### src/rtl/floppy_seek_ctrl.sv
// Head-positioning sequencer: runs RESTORE/SEEK/STEP-IN/STEP-OUT, times step pulses, owns the track register.
// Handshake: cmd_start is a one-cycle strobe taken only while busy=0; done pulses once as busy falls; error holds until the next accept.
`timescale 1ns/1ps
module floppy_seek_ctrl #(
    parameter int unsigned SYS_CLK       = 8400000,
    parameter int unsigned TRACKS        = 85,
    parameter int unsigned STEP_PULSE_US = 4,
    parameter int unsigned RESTORE_MAX   = 255
) (
    input  logic       clk,
    input  logic       reset_n,
    input  logic       cmd_start,
    input  logic [1:0] cmd_op,
    input  logic [6:0] target_track,
    input  logic [1:0] step_rate,
    input  logic       track0,
    output logic       step_in,
    output logic       step_out,
    output logic [6:0] track_reg,
    output logic       busy,
    output logic       done,
    output logic       error,
    output logic [2:0] o_dbg_state
);

    typedef enum logic [2:0] {
        S_IDLE   = 3'd0,
        S_DECIDE = 3'd1,
        S_PULSE  = 3'd2,
        S_SETTLE = 3'd3,
        S_FINISH = 3'd4
    } state_t;

    localparam int unsigned PULSE_CLKS = (SYS_CLK / 1000000) * STEP_PULSE_US;
    localparam int unsigned RATE_6     = (SYS_CLK / 1000) * 6;
    localparam int unsigned RATE_12    = (SYS_CLK / 1000) * 12;
    localparam int unsigned RATE_20    = (SYS_CLK / 1000) * 20;
    localparam int unsigned RATE_30    = (SYS_CLK / 1000) * 30;
    localparam int          CNT_W      = $clog2(RATE_30 + 1);

    localparam logic [CNT_W-1:0] PULSE_LAST = CNT_W'(PULSE_CLKS - 1);
    localparam logic [6:0]       MAX_TRK    = 7'(TRACKS - 1);
    localparam logic [7:0]       STEP_LIMIT = 8'(RESTORE_MAX);

    localparam logic [1:0] OP_RESTORE  = 2'd0;
    localparam logic [1:0] OP_SEEK     = 2'd1;
    localparam logic [1:0] OP_STEP_IN  = 2'd2;

    state_t           r_state;
    logic [1:0]       r_op;
    logic [6:0]       r_target;
    logic [1:0]       r_rate;
    logic [CNT_W-1:0] r_cnt;
    logic [7:0]       r_steps;
    logic [6:0]       r_track;
    logic             r_step_in;
    logic             r_step_out;
    logic             r_busy;
    logic             r_done;
    logic             r_error;
    logic [CNT_W-1:0] w_rate_last;

    always_comb begin
        w_rate_last = CNT_W'(RATE_6 - 1);
        case (r_rate)
            2'd0:    w_rate_last = CNT_W'(RATE_6 - 1);
            2'd1:    w_rate_last = CNT_W'(RATE_12 - 1);
            2'd2:    w_rate_last = CNT_W'(RATE_20 - 1);
            default: w_rate_last = CNT_W'(RATE_30 - 1);
        endcase
    end

    always_ff @(posedge clk or negedge reset_n) begin
        if (!reset_n) begin
            r_state    <= S_IDLE;
            r_op       <= 2'd0;
            r_target   <= 7'd0;
            r_rate     <= 2'd0;
            r_cnt      <= '0;
            r_steps    <= 8'd0;
            r_track    <= 7'd0;
            r_step_in  <= 1'b0;
            r_step_out <= 1'b0;
            r_busy     <= 1'b0;
            r_done     <= 1'b0;
            r_error    <= 1'b0;
        end else begin
            r_done <= 1'b0;
            case (r_state)
                // FINISH already has busy low, so it accepts a new command just like IDLE.
                S_IDLE, S_FINISH: begin
                    if (cmd_start) begin
                        r_op     <= cmd_op;
                        r_target <= (target_track > MAX_TRK) ? MAX_TRK : target_track;
                        r_rate   <= step_rate;
                        r_steps  <= 8'd0;
                        r_error  <= 1'b0;
                        r_busy   <= 1'b1;
                        r_state  <= S_DECIDE;
                    end else begin
                        r_state <= S_IDLE;
                    end
                end
                S_DECIDE: begin
                    r_cnt <= '0;
                    case (r_op)
                        OP_RESTORE: begin
                            if (track0) begin
                                r_track <= 7'd0;
                                r_done  <= 1'b1;
                                r_busy  <= 1'b0;
                                r_state <= S_FINISH;
                            end else if (r_steps == STEP_LIMIT) begin
                                r_error <= 1'b1;
                                r_done  <= 1'b1;
                                r_busy  <= 1'b0;
                                r_state <= S_FINISH;
                            end else begin
                                r_steps   <= r_steps + 8'd1;
                                r_step_in <= 1'b1;
                                r_state   <= S_PULSE;
                            end
                        end
                        OP_SEEK: begin
                            if (r_track == r_target) begin
                                r_done  <= 1'b1;
                                r_busy  <= 1'b0;
                                r_state <= S_FINISH;
                            end else if (r_target > r_track) begin
                                r_track    <= r_track + 7'd1;
                                r_step_out <= 1'b1;
                                r_state    <= S_PULSE;
                            end else begin
                                r_track   <= r_track - 7'd1;
                                r_step_in <= 1'b1;
                                r_state   <= S_PULSE;
                            end
                        end
                        OP_STEP_IN: begin
                            r_track   <= (r_track == 7'd0) ? 7'd0 : r_track - 7'd1;
                            r_step_in <= 1'b1;
                            r_state   <= S_PULSE;
                        end
                        default: begin
                            r_track    <= (r_track == MAX_TRK) ? MAX_TRK : r_track + 7'd1;
                            r_step_out <= 1'b1;
                            r_state    <= S_PULSE;
                        end
                    endcase
                end
                S_PULSE: begin
                    r_cnt <= r_cnt + 1'b1;
                    if (r_cnt == PULSE_LAST) begin
                        r_step_in  <= 1'b0;
                        r_step_out <= 1'b0;
                        r_state    <= S_SETTLE;
                    end
                end
                // r_cnt keeps running from the pulse rise, so the step period includes the pulse.
                S_SETTLE: begin
                    if (r_cnt == w_rate_last) begin
                        if (r_op == OP_RESTORE || r_op == OP_SEEK) begin
                            r_state <= S_DECIDE;
                        end else begin
                            r_done  <= 1'b1;
                            r_busy  <= 1'b0;
                            r_state <= S_FINISH;
                        end
                    end else begin
                        r_cnt <= r_cnt + 1'b1;
                    end
                end
                default: r_state <= S_IDLE;
            endcase
        end
    end

    assign step_in     = r_step_in;
    assign step_out    = r_step_out;
    assign track_reg   = r_track;
    assign busy        = r_busy;
    assign done        = r_done;
    assign error       = r_error;
    assign o_dbg_state = r_state;

endmodule

### config.mk
export PLATFORM = sky130hd
export DESIGN_NAME = floppy_seek_ctrl
export DESIGN_NICKNAME = d
export VERILOG_FILES = /design/src/rtl/floppy_seek_ctrl.sv
export SDC_FILE = /design/constraint.sdc
export NUM_CORES = 1
export LEC_CHECK = 0
export CORE_MARGIN = 2
export CORE_UTILIZATION = 52
export DETAILED_ROUTE_END_ITERATION = 10
export PLACE_DENSITY_LB_ADDON = 0.1
export SETUP_SLACK_MARGIN = 0.02
export SLEW_MARGIN = 25
export SYNTH_ARGS = -nofsm -noshare
export SYNTH_HDL_FRONTEND = slang
export SYNTH_SLANG_ARGS = --single-unit
### constraint.sdc
create_clock -name clk -period 2.27 [get_ports clk]
set_clock_uncertainty 0.05 [all_clocks]
set_input_delay 0.454 -clock clk [delete_from_list [all_inputs] [get_ports clk]]
set_output_delay 0.454 -clock clk [all_outputs]
set_load 0.01 [all_outputs]
==> results of run 1 <==
-- synthesized netlist by cell type, types with 4 or more instances --
library cell | number | area [um2]
inv_1 | 17 | 63.8
nand3_1 | 16 | 80.1
xor2_1 | 4 | 35.0
a31oi_1 | 4 | 25.0
o41ai_1 | 4 | 35.0
or3_1 | 8 | 50.1
and3_1 | 6 | 37.5
nand2b_1 | 11 | 68.8
a22o_1 | 4 | 35.0
xnor2_1 | 5 | 43.8
o21ai_0 | 40 | 200
nand2_1 | 48 | 180
nor4_1 | 8 | 50.1
a21oi_1 | 25 | 125
nor3_1 | 8 | 40.0
buf_2 | 4 | 20.0
nand4_1 | 8 | 50.1
dfrtp_1 | 52 | 1300
clkbuf_1 | 13 | 48.8
nor2_1 | 33 | 124
ha_1 | 17 | 213
-- kinds of logic (layout without fill, tap and decap cells) --
group	count (synthesis)	in the layout
AOI/OAI and AO/OA	112	112
xor gates and xnor gates	9	9
adders and majority gates	17	17
buffers and inverters	36	96
DFF	52	52
muxes	2	2
and+or+nand+nor	162	162
-- cell type report --
type	count	share of cell area, %
repair buffers	71	15.5
multi-input cells	302	47.7
flip-flops and latches	52	30.5
clock buffers	6	1.70
clock inverters	2	0.821
inverters	17	1.50
well taps	77	2.26
-- power breakdown --
group          internal, uW  switching [uW]
Sequential             1140             207
Clock                   328             319
Combinational          1210            1350
Total                  2680            1870
-- what timing repair did --
action                                  CTS  global route
pin swaps                                 0            13
hold buffers                              0             0
cloned                                    0             2
resized for setup                         6            41
setup buffers                             0             4
endpoints found under the setup margin   19            23
-- layer usage --
layer / vias to the layer above / track usage, % / share of wire, %
met1: 1526 / 31.7 / 43
met2: 100 / 41.4 / 51
li1: 1541 / - / -
met5: - / 0 / 0
met3: 11 / 3.56 / 4.7
met4: 0 / 7.48 / 1.2
-- path summary, 6_finish.rpt --
path / depth (start not counted) / endpoint / slack, ns
max: 9 / r_cnt[15] / -0.06
min reg2reg: 2 / r_target[6] / 0.45
max reg2reg: 9 / r_cnt[15] / -0.06
min: 1 / r_steps[5] / 0.03
min in group clk: 2 / r_target[6] / 0.45
max in group asynchronous: 2 / r_rate[0] / 1.60
-- worst reg2reg max path: stages (launching register included) --
cell and delay, ns:
dfrtp_1 0.43, buf_4 0.16, ha_2 0.20, o211a_1 0.24
nor2_2 0.17, nor4_2 0.08, a311o_2 0.48, buf_12 0.17
o21ai_2 0.15, o41ai_2 0.08
-- stage by stage --
step / setup TNS [ns] / utilization (%) / hold WS (ns)
floorplan: 0 / - / 0.108
detailed placement: -0.253 / 62.7 / 0.384
global route: -1.38 / 68.4 / 0.0547
finish: -0.215 / 68.4 / 0.0267
global placement: -0.000650 / 62.7 / 0.389
CTS: 0 / 65.0 / 0.0423
==> impl_metrics.yaml, run 1 <==
outcome:
  status: "complete, but fails checks"
  violations: "negative setup slack"
clocking:
  tritoncts_num_sinks: 52
  cts_tree: "yes"
  root_buffer: "clkbuf_8"
  clkLatencyLatePin_ns: 0.31
  h-tree-depth: 2
  numCtsBuffers: 5
  clk_pin_slew_ns: 0.10
  clockBufferDepth: 2
global_routing:
  antenna_found_initial: 0
  grt_pass1_wl_um: 14000
  overflow: 0
  track_usage_pct: 24.2
  grt_pass1_vias: 3063
  grt_max_degree: 35
timing:
  rsz0062_at_grt: "true"
  hold_viol: 0
  layout_setup_ws_ns: -0.0583
  drv_slew: 0
  fin_crit_ns: 2.33
  setup_viol: 9
  worst_slew_pin_slew_ns: 0.466
  max_freq_mhz: 430
  relSlewSlack_pct: 68.9
  timing.final.crit_share_pct: 103
die:
  rows: 29
  die_h_um: 83.8
  die_w_um: 83.8
  die_area_um2: 7020
  io_pins: 30
  start_util_pct: 53.1
  core_area_um2: 6240
critical_path:
  setup.worst_path.start: "r_rate[0]"
  cp_slowest_cell: "a311o_2"
  cp_cell_sequence: "buf_4, ha_2, o211a_1, nor2_2, nor4_2, a311o_2, buf_12, o21ai_2, o41ai_2"
  cp_data_arrival_time_ns: 2.47
  worstSetupStartpointType: "flop"
  cp_top_family: "compound AO/OA/AOI/OAI gates"
  worstSetupPathType: "reg -> reg"
  max_stage_delay_ns: 0.48
  cp-end-kind: "flop"
  critical_path_required_ns: 2.41
  path_buf_inv: 2
  rr_startpoint: "r_rate[0]"
  critical_path.max_fanout: 5
route:
  first_iter_violations: 192
  via_per_inst: 6.03
  route.vias.total: 3178
  first_pass_iters: 5
  drc_errors: 0
  finalWirelength_um: 8470
  wire_per_inst_um: 16.1
  ant_nets: 0
power_and_ir_drop:
  p_total_uw: 4550
  power.density_nw_per_um2: 1070
  ir_worst_vdd_mv: 0.705
  leakage_uw: 0.00187
cells_and_area:
  nNetsFinal: 481
  drive_above_1_share_pct: 20.0
  instances_no_fill: 527
  fin_area_um2: 4270
  reg.largest.list: "r_cnt: 18 flops, r_steps: 8 flops"
  top_register: "r_cnt"
  num-fill-cells: 504
  layout_commonest_cell: "dfrtp_1"
  multi_input_area_um2: 2040
  largest_register_ffs: 18
  final_cell_mix: "dfrtp_1 (52), nand2_1 (48), buf_4 (38)"
  regArea_um2: 1300
  diodes: 0
  areaGrowthSynthToFinish_pct: 28.8
logic_synthesis:
  syn-instance-count: 390
  synth-simple-area-share_pct: 24.6
  synth_area_um2: 3310
  synthFlopType: "dfrtp_1"
  ys_async_sr_fraction_pct: 100
  synthXorXnorAreaFrac_pct: 2.38
  synthAdderAreaFrac_pct: 6.42
  ys_warn_count: 0
  synth_edf_count: 0
  synth_top_family_by_area: "simple AND/OR/NAND/NOR gates"
  syn-num-nets: 422
  yosysUniqueCellTypes: 59
  synth-compound-area-share_pct: 22.3
  synth-seq-area-share_pct: 39.3
  ys_seq_elements: 52
  postSynthAreaPerCell_um2: 8.49
  synth.mux.area_fraction_pct: 0.642
hold_path:
  hp-class: "in -> async"
placement:
  hpwl_um: 6010
  dp_cells: 513
  place_congestion: 0.846
  portBuffers: 29
  pre_cts_ws_ns: -0.0500
  place_area_um2: 3910
flow_run:
  maxCapViolCount: 0
Note: power is estimated with default switching activity, not from simulation.
==> run 2: changes to the inputs <==
- GPL_ROUTABILITY_DRIVEN: unset -> 0
==> results of run 2 <==
The final DEF is identical to that of run 1; final timing and power are the same.
==> run 3: changes to the inputs <==
- TNS_END_PERCENT: unset -> 30
==> run 3 against run 2 <==
The flow now finishes without violations. Die area unchanged. Sequential power about the same. Hold slack is essentially flat. Critical path depth is the same. Sequential share of layout area is 0.91 points higher. Combinational power fell by 6%. Register-to-register slack gained 0.12 ns. Via count hardly changed. Critical path type unchanged. Critical endpoint is now r_cnt[14]. Largest cell class unchanged.
==> impl_metrics.yaml, run 3 (synthesis results as in run 1) <==
outcome:
  status: "finished clean"
die:
  die_area_um2: 7020
  io_pins: 30
  die_h_um: 83.8
  start_util_pct: 53.1
  die_w_um: 83.8
  core_area_um2: 6240
  rows: 29
hold_path:
  hp-class: "in -> async"
placement:
  dp_cells: 513
  hpwl_um: 6010
  place_area_um2: 3910
  portBuffers: 29
global_routing:
  track_usage_pct: 24.1
  overflow: 0
  antenna_found_initial: 0
  grt_pass1_wl_um: 14000
  grt_pass1_vias: 3052
  grt_max_degree: 35
critical_path:
  r2r_slack_ns: 0.06
  critical_path_required_ns: 2.41
  worstSetupPathType: "reg -> reg"
  rr_startpoint: "r_rate[0]"
  cp-end-kind: "flop"
  worstSetupStartpointType: "flop"
  critical_path.max_fanout: 17
  setup.worst_path.start: "r_rate[0]"
  cp_data_arrival_time_ns: 2.36
power_and_ir_drop:
  leakage_uw: 0.00182
  power_frac_seq_pct: 30.7
  swShare_pct: 41.2
  clockPowerShare_pct: 14.7
  ir_worst_vdd_mv: 0.686
  p_total_uw: 4400
  p_sw_uw: 1810
  p_int_uw: 2590
  power.density_nw_per_um2: 1060
  p_comb_share_pct: 54.6
clocking:
  clockBufferDepth: 2
  clkLatencyLatePin_ns: 0.31
  clk_pin_slew_ns: 0.10
  tritoncts_num_sinks: 52
  cts_tree: "yes"
  hold_buffers: 0
  numCtsBuffers: 5
  h-tree-depth: 2
  root_buffer: "clkbuf_8"
timing:
  timing.final.crit_share_pct: 97.5
  setup_tns_ns: 0
  hold_viol: 0
  max_freq_mhz: 452
  worst_slew_pin_slew_ns: 0.465
  rsz0062_at_grt: "true"
  setup_viol: 0
  relSlewSlack_pct: 69.0
  drv_slew: 0
  fin_crit_ns: 2.21
cells_and_area:
  instances_no_fill: 523
  largest_register_ffs: 18
  drive_above_1_share_pct: 16.6
  reg.largest.list: "r_cnt: 18 flops, r_steps: 8 flops"
  top_register: "r_cnt"
  layout_commonest_cell: "dfrtp_1"
  fin_area_um2: 4140
  final_cell_mix: "dfrtp_1 (52), nand2_1 (48), buf_4 (36)"
  diodes: 0
  areaGrowthSynthToFinish_pct: 25.1
  nNetsFinal: 477
route:
  first_pass_iters: 5
  route.vias.total: 3176
  first_iter_violations: 221
  via_per_inst: 6.07
  wire_per_inst_um: 15.9
  drc_errors: 0
  ant_nets: 0
  finalWirelength_um: 8300
flow_run:
  maxCapViolCount: 0
==> run 3: cell count changes in the layout (fill, tap and decap cells not counted), sizes merged <==
cell / before / now
clkbuf: 8 / 6
buf: 41 / 39
==> run 3: final timing paths <==
| kind | cells past startpoint | endpoint |
|---|---|---|
| worst max-delay path | 9 | r_cnt[14] |
| worst min-delay path | 1 | r_steps[5] |
| worst max register to register | 9 | r_cnt[14] |
| worst min register to register | 2 | r_target[6] |
| max in group asynchronous | 2 | r_rate[0] |
| min in group clk | 2 | r_target[6] |
==> run 3: per-stage QoR <==
step | setup WS (ns) | util, % | hold slack (ns)
6_report | 0.0571 | 66.4 | 0.0268
5_1_grt | -0.0641 | 66.4 | 0.0549
4_1_cts | 0.00539 | 64.8 | 0.0423
3_5_place_dp | -0.0500 | 62.7 | 0.384
3_3_place_gp | -0.000650 | 62.7 | 0.389
2_1_floorplan | 0.0291 | - | 0.108
==> run 3: layer usage <==
metal	vias to the layer above	global-route usage, %	share of wire, %
li1	1535	-	-
met1	1534	31.7	44
met2	96	41.5	50
met3	11	3.56	4.5
met4	0	6.74	1.1
met5	-	0	0
==> run 3: power groups by stage <==
stage	sequential, uW	clock (uW)	combinational (uW)
final	1350	648	2400
after global placement	1350	0	2130
after global routing	1380	686	2670
after detailed placement	1360	0	2180
after floorplan	1360	0	1340
after CTS	1340	659	2230
==> run 3: layout make-up <==
cell class,count,area [um2]
Fill cell,515,2100
Multi-Input combinational cell,302,1980
Sequential cell,52,1300
Timing Repair Buffer,67,596
Tap cell,77,96.3
Clock buffer,6,72.6
Inverter,17,63.8
Clock inverter,2,35.0
==> run 3: critical path, cell delays in order (launching register included) <==
cell     delay [ns]
dfrtp_1        0.42
inv_2          0.08
ha_2           0.20
o211a_1        0.24
o22ai_2        0.21
nor4_2         0.09
a311o_2        0.40
buf_12         0.16
o21ai_0        0.15
o31ai_1        0.09
==> run 3: what timing repair did <==
action	4_1_cts	5_1_grt
setup endpoints to repair	19	25
cloned	0	0
gates resized for setup	4	25
buffers inserted	0	2
pin swaps	0	5
